[src/rtl/mem_axi_window_pkg.sv]
// Shared constants, state enums and the address-channel bundle
// for the Top-to-PS AXI address window bridge.
package mem_axi_window_pkg;

   localparam int ID_W   = 6;
   localparam int DATA_W = 64;
   localparam int STRB_W = DATA_W / 8;

   localparam logic [3:0] SRC_NIBBLE = 4'h8;
   localparam logic [3:0] DST_NIBBLE = 4'h1;
   localparam logic [3:0] OUT_MAX    = 4'd15;

   localparam logic [1:0] RESP_OKAY   = 2'b00;
   localparam logic [1:0] RESP_DECERR = 2'b11;

   typedef enum logic [1:0] {
      W_IDLE,
      W_SINK,
      W_BRESP
   } w_state_t;

   typedef enum logic {
      R_IDLE,
      R_ERR
   } r_state_t;

   typedef struct packed {
      logic [31:0]     addr;
      logic [ID_W-1:0] id;
      logic [7:0]      len;
      logic [2:0]      size;
      logic [1:0]      burst;
      logic            lock;
      logic [3:0]      cache;
      logic [2:0]      prot;
      logic [3:0]      qos;
   } ax_t;

   function automatic logic [31:0] remap(input logic [31:0] a);
      return {DST_NIBBLE, a[27:0]};
   endfunction

endpackage

[src/rtl/mem_axi_window_slice.sv]
// Two-entry skid register slice; s_ready is registered so there is
// no combinational path from m_ready back to s_ready.
module axi_reg_slice #(
   parameter int W = 8
) (
   input  logic         clock,
   input  logic         reset_n,
   input  logic         s_valid,
   output logic         s_ready,
   input  logic [W-1:0] s_data,
   output logic         m_valid,
   input  logic         m_ready,
   output logic [W-1:0] m_data,
   output logic         empty
);

   logic [W-1:0] out_q;
   logic [W-1:0] skid_q;
   logic         out_v;
   logic         skid_v;
   logic         run_q;
   logic         s_fire;
   logic         adv;

   assign s_ready = run_q & ~skid_v;
   assign s_fire  = s_valid & s_ready;
   assign adv     = ~out_v | m_ready;
   assign m_valid = out_v;
   assign m_data  = out_q;
   assign empty   = ~out_v & ~skid_v;

   always_ff @(posedge clock or negedge reset_n) begin
      if (!reset_n) begin
         out_v  <= 1'b0;
         skid_v <= 1'b0;
         run_q  <= 1'b0;
         out_q  <= '0;
         skid_q <= '0;
      end else begin
         run_q <= 1'b1;
         if (adv) begin
            if (skid_v) begin
               out_v  <= 1'b1;
               out_q  <= skid_q;
               skid_v <= 1'b0;
            end else begin
               out_v <= s_fire;
               out_q <= s_data;
            end
         end else if (s_fire) begin
            skid_v <= 1'b1;
            skid_q <= s_data;
         end
      end
   end

endmodule

[src/rtl/mem_axi_window.sv]
// Address window bridge: remaps 0x8xxx_xxxx to 0x1xxx_xxxx and
// answers out-of-window requests locally with DECERR.
module mem_axi_window
   import mem_axi_window_pkg::*;
(
   input  logic              clock,
   input  logic              reset_n,
   input  logic              s_aw_valid,
   output logic              s_aw_ready,
   input  logic [31:0]       s_aw_addr,
   input  logic [ID_W-1:0]   s_aw_id,
   input  logic [7:0]        s_aw_len,
   input  logic [2:0]        s_aw_size,
   input  logic [1:0]        s_aw_burst,
   input  logic              s_aw_lock,
   input  logic [3:0]        s_aw_cache,
   input  logic [2:0]        s_aw_prot,
   input  logic [3:0]        s_aw_qos,
   input  logic              s_w_valid,
   output logic              s_w_ready,
   input  logic [DATA_W-1:0] s_w_data,
   input  logic [STRB_W-1:0] s_w_strb,
   input  logic              s_w_last,
   output logic              s_b_valid,
   input  logic              s_b_ready,
   output logic [ID_W-1:0]   s_b_id,
   output logic [1:0]        s_b_resp,
   input  logic              s_ar_valid,
   output logic              s_ar_ready,
   input  logic [31:0]       s_ar_addr,
   input  logic [ID_W-1:0]   s_ar_id,
   input  logic [7:0]        s_ar_len,
   input  logic [2:0]        s_ar_size,
   input  logic [1:0]        s_ar_burst,
   input  logic              s_ar_lock,
   input  logic [3:0]        s_ar_cache,
   input  logic [2:0]        s_ar_prot,
   input  logic [3:0]        s_ar_qos,
   output logic              s_r_valid,
   input  logic              s_r_ready,
   output logic [ID_W-1:0]   s_r_id,
   output logic [DATA_W-1:0] s_r_data,
   output logic [1:0]        s_r_resp,
   output logic              s_r_last,
   output logic              m_aw_valid,
   input  logic              m_aw_ready,
   output logic [31:0]       m_aw_addr,
   output logic [ID_W-1:0]   m_aw_id,
   output logic [7:0]        m_aw_len,
   output logic [2:0]        m_aw_size,
   output logic [1:0]        m_aw_burst,
   output logic              m_aw_lock,
   output logic [3:0]        m_aw_cache,
   output logic [2:0]        m_aw_prot,
   output logic [3:0]        m_aw_qos,
   output logic              m_w_valid,
   input  logic              m_w_ready,
   output logic [DATA_W-1:0] m_w_data,
   output logic [STRB_W-1:0] m_w_strb,
   output logic              m_w_last,
   input  logic              m_b_valid,
   output logic              m_b_ready,
   input  logic [ID_W-1:0]   m_b_id,
   input  logic [1:0]        m_b_resp,
   output logic              m_ar_valid,
   input  logic              m_ar_ready,
   output logic [31:0]       m_ar_addr,
   output logic [ID_W-1:0]   m_ar_id,
   output logic [7:0]        m_ar_len,
   output logic [2:0]        m_ar_size,
   output logic [1:0]        m_ar_burst,
   output logic              m_ar_lock,
   output logic [3:0]        m_ar_cache,
   output logic [2:0]        m_ar_prot,
   output logic [3:0]        m_ar_qos,
   input  logic              m_r_valid,
   output logic              m_r_ready,
   input  logic [ID_W-1:0]   m_r_id,
   input  logic [DATA_W-1:0] m_r_data,
   input  logic [1:0]        m_r_resp,
   input  logic              m_r_last,
   output logic [15:0]       err_count
);

   ax_t aw_in, aw_out, ar_in, ar_out;

   logic aw_legal, ar_legal;
   logic aw_sl_rdy, aw_sl_empty;
   logic ar_sl_rdy, ar_sl_empty;
   logic aw_fire, aw_good, aw_bad;
   logic ar_fire, ar_good, ar_bad;
   logic w_fire, w_done;
   logic b_fire, rl_fire;
   logic r_last;

   logic [3:0] wr_out, rd_out;
   logic [3:0] fifo_mem;
   logic [1:0] fifo_wp, fifo_rp;
   logic [2:0] fifo_cnt;
   logic       fifo_full, fifo_empty, fifo_head;

   w_state_t w_state, w_next;
   r_state_t r_state, r_next;

   logic [ID_W-1:0] b_id_q, r_id_q;
   logic [7:0]      r_len_q, r_beat_q;
   logic [16:0]     err_sum;

   assign aw_legal = s_aw_addr[31:28] == SRC_NIBBLE;
   assign ar_legal = s_ar_addr[31:28] == SRC_NIBBLE;

   assign aw_in = {remap(s_aw_addr), s_aw_id, s_aw_len,
                   s_aw_size, s_aw_burst, s_aw_lock,
                   s_aw_cache, s_aw_prot, s_aw_qos};
   assign ar_in = {remap(s_ar_addr), s_ar_id, s_ar_len,
                   s_ar_size, s_ar_burst, s_ar_lock,
                   s_ar_cache, s_ar_prot, s_ar_qos};

   assign fifo_full  = fifo_cnt == 3'd4;
   assign fifo_empty = fifo_cnt == 3'd0;
   assign fifo_head  = fifo_mem[fifo_rp];

   // Rejects wait for a fully quiet direction so responses stay in order.
   assign s_aw_ready = aw_sl_rdy && (wr_out != OUT_MAX) && !fifo_full &&
                       (aw_legal || (wr_out == 4'd0 && aw_sl_empty &&
                                     w_state == W_IDLE));
   assign s_ar_ready = ar_sl_rdy && (rd_out != OUT_MAX) &&
                       (ar_legal || (rd_out == 4'd0 && ar_sl_empty &&
                                     r_state == R_IDLE));

   assign aw_fire = s_aw_valid && s_aw_ready;
   assign aw_good = aw_fire && aw_legal;
   assign aw_bad  = aw_fire && !aw_legal;
   assign ar_fire = s_ar_valid && s_ar_ready;
   assign ar_good = ar_fire && ar_legal;
   assign ar_bad  = ar_fire && !ar_legal;

   axi_reg_slice #(.W($bits(ax_t))) u_aw_slice (
      .clock   (clock),
      .reset_n (reset_n),
      .s_valid (aw_good),
      .s_ready (aw_sl_rdy),
      .s_data  (aw_in),
      .m_valid (m_aw_valid),
      .m_ready (m_aw_ready),
      .m_data  (aw_out),
      .empty   (aw_sl_empty)
   );

   axi_reg_slice #(.W($bits(ax_t))) u_ar_slice (
      .clock   (clock),
      .reset_n (reset_n),
      .s_valid (ar_good),
      .s_ready (ar_sl_rdy),
      .s_data  (ar_in),
      .m_valid (m_ar_valid),
      .m_ready (m_ar_ready),
      .m_data  (ar_out),
      .empty   (ar_sl_empty)
   );

   assign m_aw_addr  = aw_out.addr;
   assign m_aw_id    = aw_out.id;
   assign m_aw_len   = aw_out.len;
   assign m_aw_size  = aw_out.size;
   assign m_aw_burst = aw_out.burst;
   assign m_aw_lock  = aw_out.lock;
   assign m_aw_cache = aw_out.cache;
   assign m_aw_prot  = aw_out.prot;
   assign m_aw_qos   = aw_out.qos;

   assign m_ar_addr  = ar_out.addr;
   assign m_ar_id    = ar_out.id;
   assign m_ar_len   = ar_out.len;
   assign m_ar_size  = ar_out.size;
   assign m_ar_burst = ar_out.burst;
   assign m_ar_lock  = ar_out.lock;
   assign m_ar_cache = ar_out.cache;
   assign m_ar_prot  = ar_out.prot;
   assign m_ar_qos   = ar_out.qos;

   assign m_w_data = s_w_data;
   assign m_w_strb = s_w_strb;
   assign m_w_last = s_w_last;

   always_comb begin
      m_w_valid = 1'b0;
      s_w_ready = 1'b0;
      if (!fifo_empty) begin
         if (fifo_head) begin
            m_w_valid = s_w_valid;
            s_w_ready = m_w_ready;
         end else begin
            s_w_ready = 1'b1;
         end
      end
   end

   assign w_fire  = s_w_valid && s_w_ready;
   assign w_done  = w_fire && s_w_last;
   assign b_fire  = m_b_valid && m_b_ready;
   assign rl_fire = m_r_valid && m_r_ready && m_r_last;

   always_ff @(posedge clock or negedge reset_n) begin
      if (!reset_n) begin
         fifo_mem <= '0;
         fifo_wp  <= '0;
         fifo_rp  <= '0;
         fifo_cnt <= '0;
         wr_out   <= '0;
         rd_out   <= '0;
      end else begin
         if (aw_fire) begin
            fifo_mem[fifo_wp] <= aw_legal;
            fifo_wp <= fifo_wp + 2'd1;
         end
         if (w_done) fifo_rp <= fifo_rp + 2'd1;
         fifo_cnt <= fifo_cnt + {2'b0, aw_fire} - {2'b0, w_done};
         wr_out <= wr_out + {3'b0, aw_good} - {3'b0, b_fire};
         rd_out <= rd_out + {3'b0, ar_good} - {3'b0, rl_fire};
      end
   end

   always_comb begin
      w_next = w_state;
      unique case (w_state)
         W_IDLE:  if (aw_bad) w_next = W_SINK;
         W_SINK:  if (w_done && !fifo_head) w_next = W_BRESP;
         W_BRESP: if (s_b_ready) w_next = W_IDLE;
         default: w_next = W_IDLE;
      endcase
   end

   always_comb begin
      s_b_valid = m_b_valid && reset_n;
      s_b_id    = m_b_id;
      s_b_resp  = m_b_resp;
      m_b_ready = s_b_ready;
      if (w_state == W_BRESP) begin
         s_b_valid = 1'b1;
         s_b_id    = b_id_q;
         s_b_resp  = RESP_DECERR;
         m_b_ready = 1'b0;
      end
   end

   assign r_last = r_beat_q == r_len_q;

   always_comb begin
      r_next = r_state;
      unique case (r_state)
         R_IDLE:  if (ar_bad) r_next = R_ERR;
         R_ERR:   if (s_r_ready && r_last) r_next = R_IDLE;
         default: r_next = R_IDLE;
      endcase
   end

   always_comb begin
      s_r_valid = m_r_valid && reset_n;
      s_r_id    = m_r_id;
      s_r_data  = m_r_data;
      s_r_resp  = m_r_resp;
      s_r_last  = m_r_last;
      m_r_ready = s_r_ready;
      if (r_state == R_ERR) begin
         s_r_valid = 1'b1;
         s_r_id    = r_id_q;
         s_r_data  = '0;
         s_r_resp  = RESP_DECERR;
         s_r_last  = r_last;
         m_r_ready = 1'b0;
      end
   end

   assign err_sum = {1'b0, err_count} + {16'b0, aw_bad} + {16'b0, ar_bad};

   always_ff @(posedge clock or negedge reset_n) begin
      if (!reset_n) begin
         w_state   <= W_IDLE;
         r_state   <= R_IDLE;
         b_id_q    <= '0;
         r_id_q    <= '0;
         r_len_q   <= '0;
         r_beat_q  <= '0;
         err_count <= '0;
      end else begin
         w_state <= w_next;
         r_state <= r_next;
         if (aw_bad) b_id_q <= s_aw_id;
         if (ar_bad) begin
            r_id_q   <= s_ar_id;
            r_len_q  <= s_ar_len;
            r_beat_q <= '0;
         end else if (r_state == R_ERR && s_r_ready) begin
            r_beat_q <= r_beat_q + 8'd1;
         end
         err_count <= err_sum[16] ? 16'hFFFF : err_sum[15:0];
      end
   end

endmodule
[config.mk]
export PLATFORM = sky130hd
export DESIGN_NAME = mem_axi_window
export DESIGN_NICKNAME = d
export VERILOG_FILES = /design/src/rtl/mem_axi_window_pkg.sv /design/src/rtl/mem_axi_window_slice.sv /design/src/rtl/mem_axi_window.sv
export SDC_FILE = /design/constraint.sdc
export NUM_CORES = 1
export LEC_CHECK = 0
export ABC_AREA = 1
export CORE_AREA = 2 2 235 237
export CTS_BUF_LIST = sky130_fd_sc_hd__clkbuf_4 sky130_fd_sc_hd__clkbuf_8
export DETAILED_ROUTE_END_ITERATION = 12
export DIE_AREA = 0 0 237 239
export SETUP_SLACK_MARGIN = 0.02
export SYNTH_ARGS = -nofsm -noshare
export SYNTH_HDL_FRONTEND = slang
export SYNTH_HIERARCHICAL = 1
export SYNTH_SLANG_ARGS = --single-unit
[constraint.sdc]
create_clock -name clock -period 3.98 [get_ports clock]
set_clock_uncertainty 0.05 [all_clocks]
set_input_delay 0.995 -clock clock [delete_from_list [all_inputs] [get_ports clock]]
set_output_delay 0.995 -clock clock [all_outputs]
set_load 0.05 [all_outputs]
== Word level (Yosys, flattened, before mapping) ==
Cells that the tools add are included.

* Multiplexer cells: 37
* Reduce and logical (&&, ||, !) cells: 42
* Bitwise logic cells: 15
* Div/mod/pow operators: 0
* Add/sub/neg operators: 11
* Shifts and indexed selects: 0
* Multiply operators: 0
* Magnitude comparators: 3
* Equality and inequality tests: 11

{| class="wikitable"
|+ Operator list
! operator !! number
|-
| two-way mux 60 bit || 2
|-
| two-way mux 64 bit || 1
|-
| logical AND 1 bit || 26
|-
| two-way mux 1 bit || 19
|-
| adder 16 x 1 -> 17 bit || 1
|-
| adder 17 x 1 -> 17 bit || 1
|-
| two-way mux 16 bit || 1
|-
| two-way mux 8 bit || 2
|-
| two-way mux 6 bit || 2
|-
| two-way mux 2 bit || 5
|-
| adder 4 x 1 -> 4 bit || 2
|-
| adder 8 x 1 -> 8 bit (second input constant) || 1
|-
| equality test 4 bit (second input constant) || 2
|-
| equality test 8 bit || 1
|-
| logical NOT 4 bit || 2
|-
| != test 4 bit (second input constant) || 2
|-
| subtractor 4 x 1 -> 4 bit || 2
|-
| inverter 1 bit || 7
|-
| AND 1 bit || 6
|-
| < comparator 2 x 3 -> 1 bit (second input constant) || 2
|-
| != test 2 bit (second input constant) || 3
|-
| case mux 2 bit (3 select lines) || 1
|-
| nonzero test 2 bit || 3
|-
| adder 2 x 1 -> 2 bit (second input constant) || 2
|-
| 17 further kinds || 23
|}

* Output and inout bits: 306
* Latch bits: 0
* Bits of input ports: 292
* Bits in registers: 317
* Word-level logic and storage cells: 141
* Bits in read-only memories: 0
* Memories kept: 0
* Memory bits (writable): 0

== Logic depth before layout (Yosys ltp) ==
* Depth in word-level cells: 11
* Depth in mapped cells: 20
* Gate-level depth less buffers: 18

== By module ==
Netlist, hierarchy kept.

{| class="wikitable"
|+ By module, submodules not included
! module !! cells an instance !! area an instance (um2) !! seq. area each (um2) !! instances
|-
| axi_reg_slice || 692 || 5869.4 || 3228.1 || 2
|-
| mem_axi_window || 716 || 4957.3 || 1651.6 || 1
|}

== Least setup slack after synthesis ==
Ideal clock, no wire load.

* Path kind: input port to output port
* From: input port s_aw_addr[29]
* To: output port s_aw_ready
* Buffers on the path: 0
* Arrival: 2222 ps
* Stages on the path: 3
* Setup slack: 713 ps
* Cells stage by stage: nor2_1 nand3_1 a21oi_1

* Cells in the longest elaborated chain, start to end: 3

{| class="wikitable"
|+ Ends and longest elaborated chain
! what !! line !! RTL
|-
| start: declaration || mem_axi_window.sv:10 || <nowiki>input logic [31:0] s_aw_addr,</nowiki>
|-
| equality test 4 bit || mem_axi_window.sv:109 || <nowiki>assign aw_legal = s_aw_addr[31:28] == SRC_NIBBLE;</nowiki>
|-
| logical OR 1 bit || mem_axi_window.sv:125 || <nowiki>(aw_legal || (wr_out == 4'd0 && aw_sl_empty &&</nowiki>
|-
| logical AND 1 bit || mem_axi_window.sv:124 || <nowiki>assign s_aw_ready = aw_sl_rdy && (wr_out != OUT_MAX) && !fifo_full &&</nowiki>
|-
| end: declaration || mem_axi_window.sv:9 || <nowiki>output logic s_aw_ready,</nowiki>
|}

No other way between the ends.

== Worst setup path in the final report ==
* From: register w_state[0]
* To: output port s_b_id[1]

* Cells in the longest elaborated chain, start to end: 2

{| class="wikitable"
|+ Ends and longest elaborated chain
! what !! line !! RTL
|-
| start: declaration || mem_axi_window.sv:102 || <nowiki>w_state_t w_state, w_next;</nowiki>
|-
| start signal: assignment || mem_axi_window.sv:287 || <nowiki>w_state <= w_next;</nowiki>
|-
| equality test 2 bit || mem_axi_window.sv:239 || <nowiki>if (w_state == W_BRESP) begin</nowiki>
|-
| two-way mux 6 bit || mem_axi_window.sv:239 ||
|-
| end: declaration || mem_axi_window.sv:26 || <nowiki>output logic [ID_W-1:0] s_b_id,</nowiki>
|}

No other way between the ends.

==> impl_metrics.py <==
metrics = {
    "drt": {
        "viasPerCell": 4.52,
        "drt_iter0_drc": 712,
        "routed_wl_mm": 49.7,
        "vias": 14544,
        "drtPass1Iterations": 5,
        "drc": 0,
        "ant_nets": 0,
        "wl_per_cell_um": 15.4,
    },
    "yosys": {
        "yosysSeqAreaShare_pct": 48.6,
        "synthesis.area_mm2": 0.0167,
        "yosysWarnings": 6,
        "synth_area_leaders": "dfrtp_1 (49%), nand2_1 (16%), o21ai_0 (7.1%)",
        "syn_avg_cell_area_um2": 7.95,
        "yosysTopAreaCellShare_pct": 48.6,
        "ys_ff_latch": 324,
        "synth_top_area_cell": "dfrtp_1",
        "synth_cells": 2100,
        "yosysUniqueCellTypes": 37,
    },
    "die": {
        "start_util_pct": 30.7,
        "rows": 86,
        "die_x_um": 237,
        "coreArea_mm2": 0.0543,
        "die_h_um": 239,
        "io_pins": 598,
        "fp.dieArea_mm2": 0.0566,
    },
    "global_routing": {
        "grt-ovfl-total": 0,
        "grt_pass1_wl_mm": 78.0,
        "grt_use_total_pct": 17.2,
        "grt_pass1_vias": 14245,
        "grt_max_degree": 127,
        "antenna_found_initial": 2,
    },
    "timing": {
        "final-max-slew-violation-count": 0,
        "rsz0062_at_grt": "no",
        "fin_setup_tns_ns": 0,
        "min_period_ns": 3.69,
        "fmax_mhz": 271,
        "post-route-worst-setup-slack_ns": 0.293,
        "period_share_pct": 92.6,
        "hold_slack_ns": 0.174,
        "hold_viol_final": 0,
        "relSlewSlack_pct": 27.6,
        "worst_pin_slew_ns": 1.09,
        "setup_viol_count_final": 0,
    },
    "cells_and_area": {
        "register_area_mm2": 0.00812,
        "utilization_pct": 41.5,
        "final_cells": 3220,
        "syn_to_final_growth_pct": 35.2,
        "fillers": 5363,
        "drive_gt1_share_pct": 6.52,
        "final_nets": 2787,
        "multi_input_area_mm2": 0.00640,
    },
    "clocking": {
        "cts_max_path_buffers": 3,
        "cts_setup_buffers": 0,
        "cts_tree": "done",
        "insertion_delay_ns": 0.65,
        "cts_num_sinks": 324,
        "clkTransAtPathRegs_ns": 0.07,
        "root_buffer": "clkbuf_8",
        "cts_resized": 0,
        "htree_levels": 2,
        "ctsHoldBuffers": 0,
        "cts_made_buffers": 59,
    },
    "pwr": {
        "p_comb_share_pct": 31.4,
        "power.switching_mw": 3.85,
        "powerDensity_mw_per_mm2": 470,
        "power.share.sequential_pct": 36.4,
        "cellLeakagePower_nw": 10.1,
        "p_int_mw": 6.75,
        "swShare_pct": 36.4,
        "clkPwrFrac_pct": 32.2,
        "ir_drop_mv": 0.242,
    },
    "critical_path": {
        "critPathMaxFanout": 6,
        "reg2reg_depth": 16,
        "crit_start": "w_state[0]",
        "critical_path_arrival_ns": 2.64,
        "path_class": "reg2out",
        "start_kind": "flip-flop",
        "r2r_end": "err_count[14]",
        "end_kind": "primary output",
        "r2r_start": "u_aw_slice/skid_v",
        "cp.required_ns": 2.93,
        "reg2reg_slack_ns": 1.02,
    },
    "place": {
        "dp_cells": 3114,
        "gp_congestion": 0.836,
        "portBuffers": 453,
        "preCtsSetupSlack_ns": 0.218,
        "hpwl_mm": 35.0,
    },
    "min_path": {
        "worstHoldPathType": "in2async",
    },
    "run_status": {
        "outcome": "complete, no violations",
    },
    "job": {
        "drv_cap": 0,
    },
}
critical path: stages, from the launching register on:
cell,delay (ns)
dfrtp_1,0.40
nor2_1,0.37
buf_4,0.22
nand2_1,0.11
nand2_1,0.10
clkdlybuf4s50_1,0.80
routing by layer:
| layer | global-route usage, % | vias up | wire, um |
|---|---|---|---|
| met5 | 0 | - | 0 |
| li1 | - | 7149 | - |
| met1 | 20.6 | 6891 | 20400 |
| met2 | 29.5 | 421 | 24700 |
| met3 | 4.62 | 83 | 3190 |
| met4 | 6.85 | 0 | 1460 |
kinds of logic after synthesis:
| family | share of synthesized area [%] |
|---|---|
| other cells | 0.0899 |
| buf+inv | 13.4 |
| simple gates | 21.2 |
| compound gates | 13.8 |
| flops | 48.6 |
| xor+xnor | 0.944 |
| fa+ha+maj | 1.98 |
worst max-delay path by stage:
stage | end | slack (ns) | cells past startpoint
6_report | s_b_id[1] | 0.29 | 5
5_1_grt | s_b_id[1] | 0.07 | 6
4_1_cts | s_r_id[5] | 0.17 | 4
3_5_place_dp | err_count[12] | 0.22 | 13
3_3_place_gp | err_count[14] | 0.26 | 15
2_1_floorplan | s_aw_ready | 0.71 | 3
through the flow:
stage,total power [mW],cell area (um2)
2_1_floorplan,6.17,16700
5_1_grt,11.2,22600
4_1_cts,10.8,22600
3_5_place_dp,7.27,21300
3_3_place_gp,7.22,21300
6_report,10.6,22600
cell usage in the layout (no fill, tap or decap), types with 4 or more instances in the layout:
cell	synthesis	layout
inv_2	5	4
buf_12	0	10
conb_1	4	18
xor2_1	7	7
nand4_1	12	12
or2_2	5	5
nor3_1	5	5
fa_1	4	4
o21ai_0	237	237
clkbuf_4	0	19
buf_4	83	21
nand2_1	697	697
xnor2_1	11	11
ha_1	20	20
clkbuf_8	0	73
o21bai_1	128	128
o21ai_1	22	22
inv_1	272	272
a21oi_1	6	6
clkinv_2	1	7
clkdlybuf4s50_1	0	446
dfrtp_1	324	321
nand3_1	38	38
nor2_1	96	96
flip-flops by register name, indices dropped and copies added, names as in the netlist, 6 cells and up:
signal             count
u_aw_slice/m_data     63
u_ar_slice/skid_q     63
r_len_q                8
r_beat_q               8
u_aw_slice/skid_q     63
b_id_q                 6
r_id_q                 6
u_ar_slice/m_data     63
err_count             16
power groups by stage:
| stage | logic, mW | registers [mW] | clock network (mW) |
|---|---|---|---|
| floorplan | 2.05 | 4.12 | 0 |
| detailed placement | 3.35 | 3.92 | 0 |
| global route | 3.58 | 3.91 | 3.69 |
| CTS | 3.37 | 3.87 | 3.54 |
| global placement | 3.31 | 3.91 | 0 |
| finish | 3.32 | 3.86 | 3.41 |
layout make-up:
type	instances	share of cell area, %
timing repair buffer	478	21.4
sequential	324	36.0
antenna	2	0.0222
inverter	279	4.65
clock inverter	12	0.576
clock buffer	92	5.08
tap	704	3.90
multi-input combinational	1329	28.4
cell usage after synthesis (all sizes together):
library cell  count
a21oi             6
a31o              1
buf             152
clkbuf           30
clkinv            2
conb              4
dfrtp           324
fa                4
ha               20
inv             277
nand2           699
nand3            40
nand3b            3
nand4            15
nor2            101
nor3              6
nor3b             3
o21a              1
o21ai           259
o21bai          128
o22ai             1
or2               6
xnor2            11
xor2              7
No activity file was read; power rests on OpenSTA's default activity.
